==> src/rtl/prism_in_filter.sv <==
// prism_in_filter
//   Input conditioning ahead of the PRISM FSM input bus. Each raw pin is
//   passed through a two-flop synchroniser and then a per-bit glitch filter.
//   The filter accepts a new level only after it has disagreed with the
//   current filtered level for filt_len+1 consecutive evaluations. The
//   filtered levels also produce one-cycle rise/fall pulses, sticky
//   per-bit edge flags and a registered aggregate interrupt.
//
//   Optional build macro: PRISM_IN_FILTER_PRESCALE_EN
//     Adds filt_prescale and a free-running divider, so the filter
//     advances only once every filt_prescale+1 clocks.
//
// Ports
//   clk            system clock
//   rst            asynchronous active-high reset
//   pin_in         raw, unsynchronised pin levels
//   filt_len       filter length N (0 = no filtering)
//   filt_prescale  filter tick divider (only with the prescale macro)
//   rise_en        per-bit enable: rising edge sets the sticky flag
//   fall_en        per-bit enable: falling edge sets the sticky flag
//   flag_clr       per-bit one-cycle clear of the sticky flags
//   in_filt        filtered levels
//   rise_pulse     one-cycle pulse after in_filt goes 0->1
//   fall_pulse     one-cycle pulse after in_filt goes 1->0
//   edge_flags     sticky edge flags
//   irq            registered OR of edge_flags

module prism_in_filter #(
  parameter int WIDTH = 8,
  parameter int CNT_W = 4
) (
  input  logic             clk,
  input  logic             rst,
  input  logic [WIDTH-1:0] pin_in,
  input  logic [CNT_W-1:0] filt_len,
`ifdef PRISM_IN_FILTER_PRESCALE_EN
  input  logic [7:0]       filt_prescale,
`endif
  input  logic [WIDTH-1:0] rise_en,
  input  logic [WIDTH-1:0] fall_en,
  input  logic [WIDTH-1:0] flag_clr,
  output logic [WIDTH-1:0] in_filt,
  output logic [WIDTH-1:0] rise_pulse,
  output logic [WIDTH-1:0] fall_pulse,
  output logic [WIDTH-1:0] edge_flags,
  output logic             irq
);

  logic [WIDTH-1:0] sync1_q, sync1_d;
  logic [WIDTH-1:0] sync2_q, sync2_d;
  logic [CNT_W-1:0] cnt_q [WIDTH];
  logic [CNT_W-1:0] cnt_d [WIDTH];
  logic [WIDTH-1:0] in_filt_q, in_filt_d;
  logic [WIDTH-1:0] in_filt_dly_q, in_filt_dly_d;
  logic [WIDTH-1:0] rise_pulse_q, rise_pulse_d;
  logic [WIDTH-1:0] fall_pulse_q, fall_pulse_d;
  logic [WIDTH-1:0] edge_flags_q, edge_flags_d;
  logic             irq_q, irq_d;
  logic             tick;

`ifdef PRISM_IN_FILTER_PRESCALE_EN
  logic [7:0] div_q, div_d;

  // >= rather than == so that lowering filt_prescale below the current
  // divider value restarts the period instead of waiting for a wrap.
  always_comb begin
    tick  = (div_q >= filt_prescale);
    div_d = tick ? 8'd0 : div_q + 8'd1;
  end

  always_ff @(posedge clk or posedge rst) begin
    if (rst) div_q <= 8'd0;
    else     div_q <= div_d;
  end
`else
  assign tick = 1'b1;
`endif

  always_comb begin
    sync1_d = pin_in;
    sync2_d = sync1_q;
  end

  // A matching sample always clears the count, even off-tick; a mismatch
  // only advances on tick. The >= compare fires before the count can wrap
  // and also makes a shortened filt_len take effect at once.
  always_comb begin
    in_filt_d = in_filt_q;
    cnt_d     = cnt_q;
    for (int i = 0; i < WIDTH; i++) begin
      if (sync2_q[i] == in_filt_q[i]) begin
        cnt_d[i] = '0;
      end else if (tick) begin
        if (cnt_q[i] >= filt_len) begin
          in_filt_d[i] = sync2_q[i];
          cnt_d[i]     = '0;
        end else begin
          cnt_d[i] = cnt_q[i] + CNT_W'(1);
        end
      end
    end
  end

  // Set terms win over a simultaneous clear.
  always_comb begin
    in_filt_dly_d = in_filt_q;
    rise_pulse_d  = in_filt_q & ~in_filt_dly_q;
    fall_pulse_d  = ~in_filt_q & in_filt_dly_q;
    edge_flags_d  = (edge_flags_q & ~flag_clr)
                  | (rise_pulse_q & rise_en)
                  | (fall_pulse_q & fall_en);
    irq_d         = |edge_flags_q;
  end

  always_ff @(posedge clk or posedge rst) begin
    if (rst) begin
      sync1_q       <= '0;
      sync2_q       <= '0;
      for (int i = 0; i < WIDTH; i++) cnt_q[i] <= '0;
      in_filt_q     <= '0;
      in_filt_dly_q <= '0;
      rise_pulse_q  <= '0;
      fall_pulse_q  <= '0;
      edge_flags_q  <= '0;
      irq_q         <= 1'b0;
    end else begin
      sync1_q       <= sync1_d;
      sync2_q       <= sync2_d;
      cnt_q         <= cnt_d;
      in_filt_q     <= in_filt_d;
      in_filt_dly_q <= in_filt_dly_d;
      rise_pulse_q  <= rise_pulse_d;
      fall_pulse_q  <= fall_pulse_d;
      edge_flags_q  <= edge_flags_d;
      irq_q         <= irq_d;
    end
  end

  assign in_filt    = in_filt_q;
  assign rise_pulse = rise_pulse_q;
  assign fall_pulse = fall_pulse_q;
  assign edge_flags = edge_flags_q;
  assign irq        = irq_q;

endmodule
==> config.mk <==
export PLATFORM = sky130hd
export DESIGN_NAME = prism_in_filter
export DESIGN_NICKNAME = d
export VERILOG_FILES = /design/src/rtl/prism_in_filter.sv
export SDC_FILE = /design/constraint.sdc
export NUM_CORES = 1
export LEC_CHECK = 0
export BUFFER_PORTS_ARGS = -buffer_cell sky130_fd_sc_hd__buf_2
export CAP_MARGIN = 15
export CORE_MARGIN = 3
export CORE_UTILIZATION = 55
export CTS_CLUSTER_DIAMETER = 60
export DETAILED_ROUTE_END_ITERATION = 10
export PLACE_DENSITY = 0.88
export SLEW_MARGIN = 10
export SYNTH_ARGS = -nofsm -noshare
export SYNTH_HDL_FRONTEND = slang
export SYNTH_SLANG_ARGS = --single-unit
==> constraint.sdc <==
create_clock -name clk -period 3.5 [get_ports clk]
set_clock_uncertainty 0.05 [all_clocks]
set_input_delay 0.525 -clock clk [delete_from_list [all_inputs] [get_ports clk]]
set_output_delay 0.525 -clock clk [all_outputs]
set_load 0.02 [all_outputs]
==> reports/qor.csv, run 1 <==
metric;value;unit
Port Buf Inserts;70;
Post-synth ARST share;100;%
Leak;0.00239;uW
Top Ports;71;
CTS buffer count;9;
Worst setup EP type;flip-flop;
Total Power;3760;uW
Final #Nets;473;
worst relative slew slack;50.6;%
Critical Path RT;3.75;ns
first-pass GRT wire length;12.3;mm
Seq pwr share;43.8;%
CTS root buf;clkbuf_8;
top-count cell post-synth;dfrtp_1;
setup ws final;1.61;ns
Worst Setup Start Kind;flip-flop;
vias;2515;
post-DP HPWL;5.42;mm
Total Neg Setup Slack;0;ns
post-synth cell types;17;
Yosys top cell area share;55.0;%
clock share of power;18.8;%
Worst Path Arrival;2.14;ns
WL met1;2.87;mm
post_cts resized;0;
Total GRT Usage;18.9;%
# diodes;0;
Max Freq;530;MHz
area leader, netlist;dfrtp_1;
Synth Area per Inst;13.0;um2
Max Slew Vio Count;0;
initial antenna violation count;0;
die area;8430;um2
Inst Count DP;480;
vias in the first global route;2719;
status;finished, final reports clean;
min-delay worst type;input port to asynchronous set/reset pin;
worst reg2reg startpoint;cnt_q[24];
Setup Crit Path Kind;flip-flop to flip-flop;
highest metal used;met4;
hold_buf cts;0;
measured slew at the worst slew-check pin;0.740;ns
Gate power share;37.4;%
worst reg2reg setup slack;1.61;ns
GPL Wtd Cong;0.743;
Max Fanout on Critical Path;4;
Max-Cap Viols;0;
final setup fails;0;
initial core utilization;58.0;%
Sw Pwr;1410;uW
share of layout cells above drive strength 1;30.3;%
synth cell count leaders;dfrtp_1, ha_1, nor2_1;
post-layout instance count excluding filler cells;496;
DR WL/cell;14.5;um
final hold vios;0;
Starting DRT DRC Count;64;
largest net degree at the start of global routing;46;
RSZ-0062 raised after global routing;false;
r2r worst-path depth;6;
fin area;4740;um2
dominant cells by area after synthesis;dfrtp_1, ha_1, a2111oi_4;
syn_nets;390;
antenna viol nets, final;0;
pre-CTS WS;1.31;ns
Seq cells post-synth;89;
Final Cycle Share;53.9;%
internal power;2350;uW
Worst-Skew Late Latency;0.37;ns
Die H;91.8;um
Die X;91.8;um
metal3 WL;384;um
GRT overflow;0;
Clock Path Buffers;2;
post-route DRC violation count;0;
sequential area share after synthesis;55.0;%
EDFF count, synth;0;
Max IR drop VDD;0.428;mV
area grow syn2layout;17.0;%
Total Routed Length;7.18;mm
cells after synthesis;312;
# rows;30;
min Tclk post-route;1.89;ns
Most used DFF post-synth;dfrtp_1;
post-DR vias/cell;5.07;
Core Box Area;6980;um2
number of clock sinks;89;
Yosys warnings;0;
# fillers;522;
TritonCTS clock tree;yes;
Area after DPL;4540;um2
PD cells;794;nW/um2
post-CTS setup buffers;0;
switching share of power;37.5;%
clk slew on worst S/H paths;0.09;ns
H-tree depth;3;
DR WL met2;3.78;mm
Detailed Routing Iterations Pass 1;4;
mapped cell area;4050;um2
capturing point of the worst reg2reg path;cnt_q[27];
==> critical path, cell delays in order (launching register included) <==
cell       delay (ns)
dfrtp_1          0.45
inv_1            0.07
ha_1             0.27
nand2b_4         0.15
a2111oi_4        0.38
o21ai_0          0.29
nor2_1           0.17
==> flip-flops by register name, summed over array words and instances (netlist names) <==
register / flops
sync1_q: 8
cnt_q: 32
rise_pulse: 8
in_filt: 8
edge_flags: 8
in_filt_dly_q: 8
fall_pulse: 8
sync2_q: 8
irq: 1
==> metrics by stage <==
| stage | hold slack, ns | util, % |
|---|---|---|
| after CTS | 0.196 | 67.8 |
| after floorplan | 0.281 | - |
| after global placement | 0.281 | 65.0 |
| after detailed placement | 0.286 | 65.0 |
| final | 0.203 | 67.8 |
| after global routing | 0.192 | 67.8 |
==> cells in the final DEF (no fill, tap or decap), types with 3 or more instances in the layout <==
| cell | n |
|---|---|
| xor2_1 | 16 |
| nor2_2 | 8 |
| nand3_1 | 8 |
| a2111oi_4 | 8 |
| inv_1 | 27 |
| nand2b_4 | 8 |
| inv_6 | 3 |
| nor2_1 | 40 |
| nor2b_1 | 16 |
| clkbuf_8 | 9 |
| xnor2_1 | 8 |
| o21ai_0 | 16 |
| a22oi_1 | 8 |
| o21a_1 | 8 |
| buf_2 | 70 |
| ha_1 | 40 |
| dfrtp_1 | 89 |
| mux2_4 | 8 |
==> how the worst max path moves through the flow <==
stage	startpoint	end	slack (ns)	depth (start not counted)
final	cnt_q[24]	cnt_q[27]	1.61	6
after global routing	cnt_q[24]	cnt_q[27]	1.46	6
after CTS	cnt_q[24]	cnt_q[27]	1.60	6
after detailed placement	filt_len[1]	cnt_q[24]	1.31	6
after global placement	filt_len[1]	in_filt[4]	1.38	6
after floorplan	rst	cnt_q[0]	0.62	1
==> cell type report <==
class / instances / area, um2 / area share [%]
clock buffers: 9 / 124 / 2.61
inverters: 28 / 106 / 2.25
well taps: 96 / 120 / 2.54
repair buffers: 72 / 365 / 7.71
flip-flops and latches: 89 / 2230 / 47.0
clock inverters: 7 / 76.3 / 1.61
multi-input cells: 195 / 1720 / 36.3
==> cells by family (layout without fill, tap and decap cells) <==
logic type	after synthesis	after routing	synth area share, %
muxes	8	8	2.97
DFF	89	89	55.0
and+or+nand+nor	83	83	11.5
adders and majority gates	40	40	12.4
AOI/OAI and AO/OA	40	40	10.4
xor gates and xnor gates	24	24	5.19
buffers and inverters	28	116	2.59
==> power by group through the flow <==
stage	registers (uW)	logic (uW)	clock network [uW]
global route	1700	1550	766
floorplan	1840	819	0
global placement	1640	1350	0
detailed placement	1670	1420	0
finish	1650	1410	707
CTS	1650	1430	725
==> layer usage <==
metal,vias to the layer above,GRT usage (%)
li1,1219,-
met1,1220,21.4
met2,62,33.8
met3,14,4.76
met4,0,8.29
met5,-,0
Note: power is estimated with default switching activity, not from simulation.
==> run 2, diff against run 1 <==
==> constraint.sdc (replaced) <==
create_clock -name clk -period 1.8 [get_ports clk]
set_clock_uncertainty 0.05 [all_clocks]
set_input_delay 0.27 -clock clk [delete_from_list [all_inputs] [get_ports clk]]
set_output_delay 0.27 -clock clk [all_outputs]
set_load 0.02 [all_outputs]
==> run 2 against run 1 <==
- the run now ends with hold timing left
- clock power grew 97%
- sequential share of layout area decreased by 1.4 points
- cell area up 3.1%
- register-to-register slack got worse by 1.5 ns
- routed wire length increased by 1.2%
- non-clock buffer count up 15
- clock-buffer cell count is 1 higher
- core utilization up 2.1 points
- final cell count increased by 2.6%
- largest power group unchanged
- highest routed layer unchanged
==> reports/qor.csv, run 2 (same netlist as run 1, synthesis figures left out) <==
metric;value;unit;change
critical path depth;6;;unchanged
final setup fails;0;;unchanged
Total GRT Usage;18.9;%;-0.028 points
area grow syn2layout;20.5;%;
Worst Path Arrival;1.91;ns;-0.23 ns
RSZ-0062 raised after global routing;false;;
most common cell after layout, fill and taps aside;dfrtp_1;;
vias;2569;;+2.1%
Worst setup EP type;flip-flop;;
number of clock sinks;89;;unchanged
Max Fanout on Critical Path;2;;-2
clk slew on worst S/H paths;0.08;ns;about the same
CTS buffer count;9;;unchanged
Die H;91.8;um;unchanged
TritonCTS clock tree;yes;;
vias in the first global route;2820;;+3.7%
largest net degree at the start of global routing;90;;+96%
internal power;4810;uW;+100%
Worst Setup Start Kind;flip-flop;;
Worst path max stage delay;0.37;ns;-0.08 ns
share of layout cells above drive strength 1;30.3;%;about the same
PD cells;1540;nW/um2;+94%
Top Ports;71;;unchanged
antenna viol nets, final;0;;unchanged
pre-CTS WS;-0.160;ns;-1.47 ns
worst reg2reg setup slack;0.08;ns;-1.54 ns
min Tclk post-route;1.72;ns;-0.164 ns
multi-input logic area;1720;um2;unchanged
post-DP HPWL;5.34;mm;-1.5%
Core Box Area;6980;um2;unchanged
capturing point of the worst reg2reg path;in_filt[4];;
r2r worst-path depth;6;;unchanged
Final Cycle Share;95.7;%;+42 points
max reg flops;32;;unchanged
measured slew at the worst slew-check pin;0.441;ns;-0.298 ns
min-delay worst type;input port to asynchronous set/reset pin;;
Total Routed Length;7.27;mm;+1.2%
status;finished with violations;;
Critical Path RT;1.99;ns;-1.76 ns
worst relative slew slack;70.6;%;+20 points
Seq pwr share;42.0;%;-1.8 points
Max Slew Vio Count;0;;unchanged
die area;8430;um2;unchanged
H-tree depth;3;;unchanged
Gate power share;39.4;%;+2.0 points
GRT overflow;0;;unchanged
Max Freq;581;MHz;+9.5%
DR WL/cell;14.3;um;-1.4%
largest register by flop count;cnt_q;;
Die X;91.8;um;unchanged
Fin Hold WS;-0.0132;ns;-0.216 ns
clock share of power;18.6;%;-0.2 points
switching share of power;35.9;%;-1.5 points
first-pass GRT wire length;12.4;mm;+0.39%
Setup crit end;in_filt[4];;
Max IR drop VDD;0.548;mV;+28%
Starting DRT DRC Count;77;;+20%
Worst-Skew Late Latency;0.35;ns;-0.02 ns
worst setup path startpoint;cnt_q[12];;
setup ws final;0.0778;ns;-1.54 ns
initial antenna violation count;0;;unchanged
Reg area;2230;um2;unchanged
final hold vios;15;;+15
WP buf/inv;1;;unchanged
CTS root buf;clkbuf_8;;
initial core utilization;58.0;%;unchanged
Max-Cap Viols;0;;unchanged
# diodes;0;;unchanged
Setup Crit Path Kind;flip-flop to flip-flop;;
slowest CP cell;a2111oi_4;;
post-DR vias/cell;5.05;;-0.46%
GPL Wtd Cong;0.694;;-6.6%
# fillers;498;;-4.6%
Sw Pwr;2700;uW;+91%
most frequent cells in the layout;dfrtp_1, buf_2, nor2_1, ha_1, inv_1;;
Final #Nets;488;;+3.2%
failing checks;hold timing;;
critical path cell sequence;inv_1 -> ha_1 -> nand2b_4 -> a2111oi_4 -> nor2_2 -> mux2_4;;
Clock Path Buffers;2;;unchanged
Port Buf Inserts;70;;unchanged
Leak;0.00246;uW;+3.1%
post-route DRC violation count;0;;unchanged
Worst path top cell family by delay;compound AO/OA/AOI/OAI gates;;
Detailed Routing Iterations Pass 1;4;;unchanged
# rows;30;;unchanged
worst reg2reg startpoint;cnt_q[12];;
post-CTS setup buffers;0;;unchanged
==> run 2: cell count changes in the layout (fill, tap and decap cells not counted) <==
cell / previous run / this run
buf_4: 2 / 8
clkbuf_1: 0 / 1
o21ai_0: 16 / 8
buf_12: 0 / 1
o21ai_1: 0 / 8
bufinv_16: 1 / 2
dlygate4sd3_1: 0 / 8
inv_6: 3 / 0
clkinvlp_4: 2 / 1
==> run 2: area by class of cell <==
cell class	instances	area share, %
sequential	89	45.6
multi-input combinational	195	35.2
clock buffer	10	2.61
timing repair buffer	87	10.5
clock inverter	4	1.44
inverter	28	2.23
tap	96	2.46
==> run 2: worst min-delay path, stage by stage <==
cell and delay [ns]:
buf_2 0.11, clkinvlp_4 0.07, buf_12 0.36
==> run 2: stage by stage <==
step	std cells	utilization, %	total power, uW	setup TNS, ns	instance area [um2]
final	509	69.9	7500	0	4880
after global placement	487	65.9	5920	-1.87	4600
after CTS	509	69.9	7560	0	4880
after floorplan	312	-	5170	0	4050
after detailed placement	487	65.9	6130	-3.66	4600
after global routing	509	69.9	8010	0	4880
==> run 2: power groups by stage <==
stage               Clock [uW]  Combinational [uW]  Sequential, uW
floorplan                    0                1590            3580
global placement             0                2780            3140
detailed placement           0                2930            3200
CTS                       1420                2970            3160
global route              1520                3250            3240
finish                    1390                2960            3150
==> run 2: timing repair <==
item | CTS | global route
gates resized for setup | 1 | 7
endpoints found under the setup margin | 1 | 31
hold buffers | 8 | 0
pin swaps | 0 | 7
hold endpoints to repair | 8 | 0
==> run 2: how the worst min path moves through the flow <==
stage                     to  depth (start not counted)  slack, ns  startpoint
2_1_floorplan     sync1_q[0]                          0       0.25   pin_in[0]
3_3_place_gp      sync2_q[3]                          0       0.28  sync1_q[3]
3_5_place_dp      sync2_q[3]                          0       0.28  sync1_q[3]
4_1_cts        edge_flags[5]                          3      0.003         rst
5_1_grt        rise_pulse[1]                          3      0.004         rst
6_report       edge_flags[5]                          3      -0.01         rst
==> run 2: routing by layer <==
layer	GRT usage, %	part of all wire [%]	up-vias
met1	20.4	40	1233
met2	34.3	52	75
met3	5.82	5.3	14
li1	-	-	1247
met4	7.55	2.1	0
met5	0	0	-
